$ cat config.mk
export PLATFORM = sky130hd
export DESIGN_NAME = pipe_hazard_ctrl
export DESIGN_NICKNAME = d
export VERILOG_FILES = /design/src/rtl/pipe_hazard_ctrl.sv
export SDC_FILE = /design/constraint.sdc
export NUM_CORES = 1
export LEC_CHECK = 0
export CAP_MARGIN = 20
export CORE_ASPECT_RATIO = 0.9
export CORE_MARGIN = 3
export CORE_UTILIZATION = 35
export CTS_BUF_LIST = sky130_fd_sc_hd__clkbuf_16
export DETAILED_ROUTE_END_ITERATION = 8
export PLACE_DENSITY_LB_ADDON = 0.08
export SYNTH_ARGS = -nofsm -noshare
export SYNTH_HDL_FRONTEND = slang
export SYNTH_SLANG_ARGS = --single-unit
$ cat constraint.sdc
create_clock -name stg_clk -period 2.1 [get_ports stg_clk]
set_input_delay 0.525 -clock stg_clk [delete_from_list [all_inputs] [get_ports stg_clk]]
set_output_delay 0.525 -clock stg_clk [all_outputs]
set_load 0.03 [all_outputs]
$ cat src/rtl/pipe_hazard_ctrl.sv
// -----------------------------------------------------------------------------
// pipe_hazard_ctrl
//
// Hazard and stall controller for a five-stage pipeline. It decides, every
// cycle, which pipeline registers advance (enables) and which are cleared to a
// bubble (flush/"x" controls). The decision is combinational from the
// registered controller state and the current inputs, so it takes effect in
// the same cycle that the hazard is seen.
//
// Priority of the per-cycle decision (highest first):
//   1. TIMEOUT state : everything frozen until reset.
//   2. mem_busy      : everything frozen (data memory not ready).
//   3. branch_taken  : wrong-path IF/ID and ID/EX contents are flushed.
//   4. load_use      : PC and IF/ID hold, one bubble goes into EX.
//   5. otherwise     : everything advances.
//
// A run of consecutive mem_busy cycles is timed. When the run reaches
// TIMEOUT_LIMIT cycles the controller locks up in TIMEOUT and raises
// mem_timeout; only reset leaves that state.
//
// Ports
//   stg_clk            in   pipeline clock, all state on the rising edge
//   reset              in   asynchronous, active-high
//   id_rs1, id_rs2     in   [4:0] source registers of the instruction in ID
//   id_rs1_used,
//   id_rs2_used        in   the ID instruction actually reads rs1 / rs2
//   ex_rd              in   [4:0] destination register of the instruction in EX
//   ex_rd_memory       in   the EX instruction is a load
//   branch_taken       in   taken branch/jump resolved in EX this cycle
//   mem_busy           in   data memory stall request
//   clear_counters     in   synchronous clear of both event counters
//   pc_ena .. memwb_ena out  per-stage enables and flush controls
//   stall_cycles       out  [15:0] saturating count of cycles with PC held
//   flush_events       out  [15:0] saturating count of branch flushes
//   mem_timeout        out  memory lockup flag
//   state              out  [1:0] RUN=0, WAIT=1, TIMEOUT=2
// -----------------------------------------------------------------------------
module pipe_hazard_ctrl #(
    parameter int unsigned TIMEOUT_LIMIT = 255
) (
    input  logic        stg_clk,
    input  logic        reset,
    input  logic [4:0]  id_rs1,
    input  logic [4:0]  id_rs2,
    input  logic        id_rs1_used,
    input  logic        id_rs2_used,
    input  logic [4:0]  ex_rd,
    input  logic        ex_rd_memory,
    input  logic        branch_taken,
    input  logic        mem_busy,
    input  logic        clear_counters,
    output logic        pc_ena,
    output logic        ifid_ena,
    output logic        ifid_x,
    output logic        op_ena,
    output logic        op_x,
    output logic        exmem_ena,
    output logic        exmem_x,
    output logic        memwb_ena,
    output logic [15:0] stall_cycles,
    output logic [15:0] flush_events,
    output logic        mem_timeout,
    output logic [1:0]  state
);

    typedef enum logic [1:0] {
        ST_RUN     = 2'd0,
        ST_WAIT    = 2'd1,
        ST_TIMEOUT = 2'd2
    } state_t;

    // Limit widened by one bit so that wait_cnt + 1 can be compared without
    // wrapping when the limit is 255.
    localparam logic [8:0] LIMIT_W        = 9'(TIMEOUT_LIMIT);
    // With a limit of one, the very first busy cycle already exhausts the
    // budget, so WAIT is skipped entirely.
    localparam bit         DIRECT_TIMEOUT = (TIMEOUT_LIMIT == 1);
    localparam logic [15:0] CNT_MAX       = 16'hFFFF;

    state_t      state_reg;
    logic [7:0]  wait_cnt_reg;
    logic [15:0] stall_cnt_reg;
    logic [15:0] flush_cnt_reg;

    logic        load_use;
    logic        locked;
    logic        freeze;
    logic        do_flush;
    logic        do_bubble;
    logic        stall_inc;
    logic [8:0]  wait_cnt_inc;

    // -------------------------------------------------------------------------
    // Hazard detection and per-stage control (combinational, zero latency)
    // -------------------------------------------------------------------------
    always_comb begin
        // Register x0 is hard-wired to zero, so a load targeting it can never
        // create a dependency, whatever the load flag says.
        load_use = ex_rd_memory && (ex_rd != 5'd0) &&
                   ((id_rs1_used && (id_rs1 == ex_rd)) ||
                    (id_rs2_used && (id_rs2 == ex_rd)));

        locked    = (state_reg == ST_TIMEOUT);
        freeze    = locked || mem_busy;
        do_flush  = !freeze && branch_taken;
        // A taken branch discards the dependent instruction anyway, so the
        // load-use bubble is only needed when no flush happens.
        do_bubble = !freeze && !branch_taken && load_use;

        pc_ena    = 1'b1;
        ifid_ena  = 1'b1;
        ifid_x    = 1'b0;
        op_ena    = 1'b1;
        op_x      = 1'b0;
        exmem_ena = 1'b1;
        exmem_x   = 1'b0;
        memwb_ena = 1'b1;

        if (freeze) begin
            pc_ena    = 1'b0;
            ifid_ena  = 1'b0;
            op_ena    = 1'b0;
            exmem_ena = 1'b0;
            memwb_ena = 1'b0;
        end else if (do_flush) begin
            // The branch itself sits in EX and must still reach EX/MEM;
            // only the two younger wrong-path instructions are squashed.
            ifid_x = 1'b1;
            op_x   = 1'b1;
        end else if (do_bubble) begin
            // Hold fetch and decode, let the load move on, and feed a bubble
            // into EX so the dependent instruction re-reads next cycle.
            pc_ena   = 1'b0;
            ifid_ena = 1'b0;
            op_x     = 1'b1;
        end
    end

    // Lockup time is not counted as stall time: it is reported by mem_timeout.
    assign stall_inc    = !pc_ena && !locked;
    assign wait_cnt_inc = {1'b0, wait_cnt_reg} + 9'd1;

    // -------------------------------------------------------------------------
    // Memory-wait FSM
    // -------------------------------------------------------------------------
    always_ff @(posedge stg_clk or posedge reset) begin
        if (reset) begin
            state_reg    <= ST_RUN;
            wait_cnt_reg <= 8'd0;
        end else begin
            case (state_reg)
                ST_RUN: begin
                    if (mem_busy) begin
                        if (DIRECT_TIMEOUT) begin
                            state_reg <= ST_TIMEOUT;
                        end else begin
                            state_reg    <= ST_WAIT;
                            wait_cnt_reg <= 8'd1;
                        end
                    end
                end
                ST_WAIT: begin
                    if (mem_busy) begin
                        if (wait_cnt_inc == LIMIT_W) begin
                            state_reg <= ST_TIMEOUT;
                        end else begin
                            wait_cnt_reg <= wait_cnt_inc[7:0];
                        end
                    end else begin
                        state_reg    <= ST_RUN;
                        wait_cnt_reg <= 8'd0;
                    end
                end
                ST_TIMEOUT: begin
                    // Sticky until reset.
                    state_reg <= ST_TIMEOUT;
                end
                default: begin
                    state_reg    <= ST_RUN;
                    wait_cnt_reg <= 8'd0;
                end
            endcase
        end
    end

    // -------------------------------------------------------------------------
    // Saturating event counters; a clear wins over a same-cycle increment
    // -------------------------------------------------------------------------
    always_ff @(posedge stg_clk or posedge reset) begin
        if (reset) begin
            stall_cnt_reg <= 16'd0;
            flush_cnt_reg <= 16'd0;
        end else if (clear_counters) begin
            stall_cnt_reg <= 16'd0;
            flush_cnt_reg <= 16'd0;
        end else begin
            if (stall_inc && (stall_cnt_reg != CNT_MAX)) begin
                stall_cnt_reg <= stall_cnt_reg + 16'd1;
            end
            if (do_flush && (flush_cnt_reg != CNT_MAX)) begin
                flush_cnt_reg <= flush_cnt_reg + 16'd1;
            end
        end
    end

    assign stall_cycles = stall_cnt_reg;
    assign flush_events = flush_cnt_reg;
    assign mem_timeout  = locked;
    assign state        = state_reg;

endmodule

# --- Word level (Yosys, flattened, before mapping) ---
# Index checks and enable logic that the tools add are counted.
word_totals:
  register_bits: 42
  inputBits: 23
  out_inout_bits: 43
  word_cells: 61
classes:
  n_addsub: 3
  eq_ne: 10
  mux: 21
  n_bitwise: 1
  n_reduce_logical: 22
ops:
  columns: ["cell", "n"]
  rows:
  - ["16-bit 2-to-1 mux", 4]
  - ["16-bit by 1-bit adder with 16-bit output, second input constant", 2]
  - ["16-bit inequality test, second input constant", 2]
  - ["8-bit 2-to-1 mux", 3]
  - ["8-bit case mux with 3 select lines", 1]
  - ["5-bit == test", 2]
  - ["1-bit logical AND", 10]
  - ["8-bit by 1-bit adder with 9-bit output, second input constant", 1]
  - ["9-bit by 8-bit == test with 1-bit output, second input constant", 1]
  - ["1-bit 2-to-1 mux", 9]
  - ["2-bit 2-to-1 mux", 3]
  - ["3-bit inequality test, second input constant", 2]
  - ["2-bit case mux with 3 select lines", 1]
  - ["5-bit nonzero test", 1]
  - ["1-bit logical NOT", 4]
  - ["2-bit nonzero test", 2]
  - ["3-bit AND reduction", 1]
  - ["2-bit by 1-bit == test with 1-bit output, second input constant", 1]
  - ["2-bit == test, second input constant", 1]
  - ["2-bit logical NOT", 1]
  - ["1-bit logical OR", 2]
  - ["2-bit inequality test, second input constant", 1]
  - ["2-bit AND reduction", 1]
  - ["1-bit inverter", 1]

# --- Depth between registers and ports, before layout ---
depth:
  ltp_word: 13
  mapped_depth: 9

# --- Worst setup path after synthesis ---
# Ideal clock, no wire load.
synth_path:
  path_kind: "register to output"
  start: "register state_reg[0] (netlist: state[0])"
  end: "output port pc_ena"
  arrival_time_ns: 2.418
  setup_slack_ns: -0.843
  stages_incl_launch_ff: 7
  n_path_buf: 2
  path_cell_list: "dfrtp_1 buf_2 nand2b_1 inv_1 nor2_1 a21boi_2 buf_4"
synth_via:
  elab_chain_len: 8
  elab_cells_between_ends: 9
  cone_classes: "eq/ne (1); mux (3); reduce/logical (5)"
synth_rtl:
  columns: ["element", "line_no", "text"]
  rows:
  - ["from (decl)", "80", "state_t state_reg;"]
  - ["from (signal assigned)", "148", "state_reg <= ST_RUN;"]
  - ["from (signal assigned)", "155", "state_reg <= ST_TIMEOUT;"]
  - ["from (signal assigned)", "157", "state_reg <= ST_WAIT;"]
  - ["2-bit == test (*)", "103", "locked = (state_reg == ST_TIMEOUT);"]
  - ["named net mem_timeout", "62", "output logic mem_timeout,"]
  - ["1-bit logical OR (*)", "104", "freeze = locked || mem_busy;"]
  - ["1-bit logical NOT", "105, 108", null]
  - ["1-bit logical AND (2 in a row)", "108", "do_bubble = !freeze && !branch_taken && load_use;"]
  - ["1-bit 2-to-1 mux (2 in a row)", null, null]
  - ["1-bit 2-to-1 mux (*)", null, null]
  - ["to (decl)", "52", "output logic pc_ena,"]
# Mark *: on every way through the listed nets, which the timed path passes. The rest lies on a longest branch.

# --- Worst setup path after layout ---
layout_path:
  start: "input port ex_rd[3]"
  end: "output port ifid_ena"
layout_via:
  elab_chain_len: 8
  elab_cells_between_ends: 12
  cone_classes: "eq/ne (2); mux (3); reduce/logical (7)"
layout_rtl:
  columns: ["element", "line_no", "text"]
  rows:
  - ["from (decl)", "47", "input logic [4:0] ex_rd,"]
  - ["5-bit == test, on equally long branches", "100, 101", null]
  - ["1-bit logical AND, on equally long branches", "100, 101", null]
  - ["1-bit logical OR", "100", "((id_rs1_used && (id_rs1 == ex_rd)) ||"]
  - ["1-bit logical AND (*)", "99", "load_use = ex_rd_memory && (ex_rd != 5'd0) &&"]
  - ["1-bit logical AND (*)", "108", null]
  - ["1-bit 2-to-1 mux (*)", "130", "end else if (do_bubble) begin"]
  - ["1-bit 2-to-1 mux (*)", "125", "end else if (do_flush) begin"]
  - ["1-bit 2-to-1 mux (*)", "119", "if (freeze) begin"]
  - ["to (decl)", "53", "output logic ifid_ena,"]
# Every way passes the cells marked *; elsewhere a longest branch is shown, timed or not.

==> reports/metrics.csv <==
metric;value;unit
startpoint_type;input port;
nets;402;
status;finished with violations;
maxCapViolCount;0;
cts.clk_slew.worst_paths;0.06;ns
postCtsHoldBufs;0;
r2r_slack;0.08;ns
num_vias;2381;
synth_ff_type;dfrtp_1;
antenna_found_initial;0;
core.rowCount;28;
slew_viol_final;0;
avgSynthCellArea;8.95;µm²
htree_levels;2;
crit_type;in -> out;
rr_worst_depth;7;
clk_latency;0.28;ns
synth_area_leaders;dfrtp_1, xor2_1, xnor2_1;
wl;6.79;mm
drc_errors;0;
cp-end-kind;output pin;
grt_max_degree;43;
chipHeight;85.1;µm
cp_num_cells;7;
crit_chain;buf_6 > or4_4 > o21ai_4 > inv_2 > buf_6 > a21boi_4 > buf_6;
placed_cell_area;3410;µm²
fillCellCount;591;
final_util;0.572;
cts.sinks;42;
synthArstFlopShare;1.00;
critPathMaxFanout;3;
crit_end;ifid_ena;
cp_slowest_stage_delay;0.54;ns
cp_common_cell;buf_6;
finalWeightedCongestion;0.785;
area_delta_synth_final;56.5;%
syn_nets;299;
wire_per_inst;14.6;µm
portBuffers;64;
fin_worst_skew;0.00357;ns
crit-reg2reg-launch;stall_cycles[3];
clock_path_buffers;2;
first_global_vias;2294;
fmax;422;MHz
p_leak;1.62;nW
place.detailed.hpwl;4.54;mm
final_area;3810;µm²
violations;negative setup slack;
viasPerCell;5.12;
crit_path_top_delay_cell;or4_4;
layout_common_cells;dfrtp_1, buf_4, clkdlybuf4s50_1, nor2_1;
antenna_cells;0;
grt_use_total;0.173;
yosysWarnings;0;
ant_nets;0;
crit_required;1.57;ns
drt_first_pass_iters;4;
rsz0062_at_grt;yes;
syn_area;2430;µm²
fp.dieW;93.9;µm
min_period_over_period;1.13;
cts_tree;yes;
yosysSeqAreaShare;0.432;
syn_inst;272;
initial_core_util;0.366;
final_layout_size_suffix_gt1_frac;0.280;
yosysUniqueCellTypes;42;
clockRootBuffer;clkbuf_16;
cts_inserted_buffers;5;
worstPathArrival;1.85;ns
min_period;2.37;ns
whs;0.541;ns
crit_family;simple AND/OR/NAND/NOR gates;
grt-ovfl-total;0;
hold_path_class;reg -> reg;
hold_depth;1;
pre_cts_ws;-0.967;ns
worst_slack;-0.271;ns
cp_num_buf_inv;4;
coreArea;6660;µm²
ir_worst_vdd;0.310;mV
synth_edf_count;0;
yosys.area.top_type;dfrtp_1;
pin_count;66;
grt_first_pass_wirelength;11.1;mm
crit_start;ex_rd[3];
powerDensity;498;nW/µm²
drt_iter0_markers;109;
r2r_end;stall_cycles[8];
die_area;7990;µm²
hold_viol_final;0;
finalSetupViolations;3;
synth-seq-cells;42;
fin_setup_tns;-0.722;ns
synth_top_area_frac;0.432;
mostFrequentLayoutCell;dfrtp_1;
-- per-layer routing --
| metal | wire, µm | global-route usage |
|---|---|---|
| met1 | 3170 | 0.245 |
| met2 | 3240 | 0.259 |
| met3 | 279 | 0.0390 |
| met4 | 97 | 0.0643 |
| met5 | 0 | 0 |
-- synthesized netlist by cell type (all sizes together) (2+ instances only) --
cell type,count
ha,4
mux2,2
nor4,3
nand2,18
buf,8
a21oi,16
dfrtp,42
o21ai,21
nand3b,2
nor3,6
and4,2
xor2,17
or4,5
or3,9
inv,10
o31ai,5
xnor2,14
nor2b,2
and3,5
clkbuf,4
nand4,12
o22ai,2
nand3,19
nand2b,3
nor2,31
-- layout make-up --
class / instances / area, µm² / share of cell area
clock buffers: 5 / 125 / 0.0329
clock inverters: 2 / 7.51 / 0.00197
inverters: 10 / 41.3 / 0.0108
multi-input cells: 209 / 1480 / 0.390
flip-flops and latches: 42 / 1050 / 0.276
well taps: 90 / 113 / 0.0296
repair buffers: 107 / 986 / 0.259
-- worst reg2reg max path, cell delays in order, from the launching register on --
cell      delay (ns)
dfrtp_1         0.38
and3_4          0.20
and4_4          0.21
a221oi_4        0.30
buf_4           0.19
o21ai_4         0.08
or4_1           0.48
a21oi_2         0.12
-- worst min path at each step --
stage	from	end
2_1_floorplan	wait_cnt_reg[6]	wait_cnt_reg[6]
4_1_cts	wait_cnt_reg[6]	wait_cnt_reg[6]
3_3_place_gp	wait_cnt_reg[6]	wait_cnt_reg[6]
5_1_grt	wait_cnt_reg[6]	wait_cnt_reg[6]
6_report	wait_cnt_reg[6]	wait_cnt_reg[6]
3_5_place_dp	wait_cnt_reg[6]	wait_cnt_reg[6]
-- report_power, final --
group	internal (mW)	switching, mW	leakage (nW)	total (mW)
clock network	0.426	0.309	0.0723	0.735
registers	0.822	0.0121	0.579	0.834
logic	0.161	0.165	0.972	0.326
total	1.41	0.487	1.62	1.90
-- kinds of logic (layout without fill, tap and decap cells) --
group | Yosys count | count (layout) | synth area share
simple gates | 119 | 119 | 0.253
compound gates | 50 | 51 | 0.122
flops | 42 | 42 | 0.432
xor+xnor | 31 | 31 | 0.112
buf+inv | 22 | 124 | 0.0452
fa+ha+maj | 4 | 4 | 0.0206
mux | 3 | 3 | 0.0134
other cells | 1 | 1 | 0.00154
-- metrics by stage --
| stage | std cells | power, mW |
|---|---|---|
| after global routing | 465 | 1.97 |
| final | 465 | 1.90 |
| after floorplan | 272 | 0.993 |
| after CTS | 462 | 1.88 |
| after detailed placement | 448 | 1.13 |
| after global placement | 448 | 1.13 |
-- what timing repair did --
action                     4_1_cts  5_1_grt
setup endpoints to repair       21       24
setup buffers                    6        5
pin swaps                       21       14
resized for setup               58       48
gates cloned                     1        0
Power figures use the tool's default switching activity.
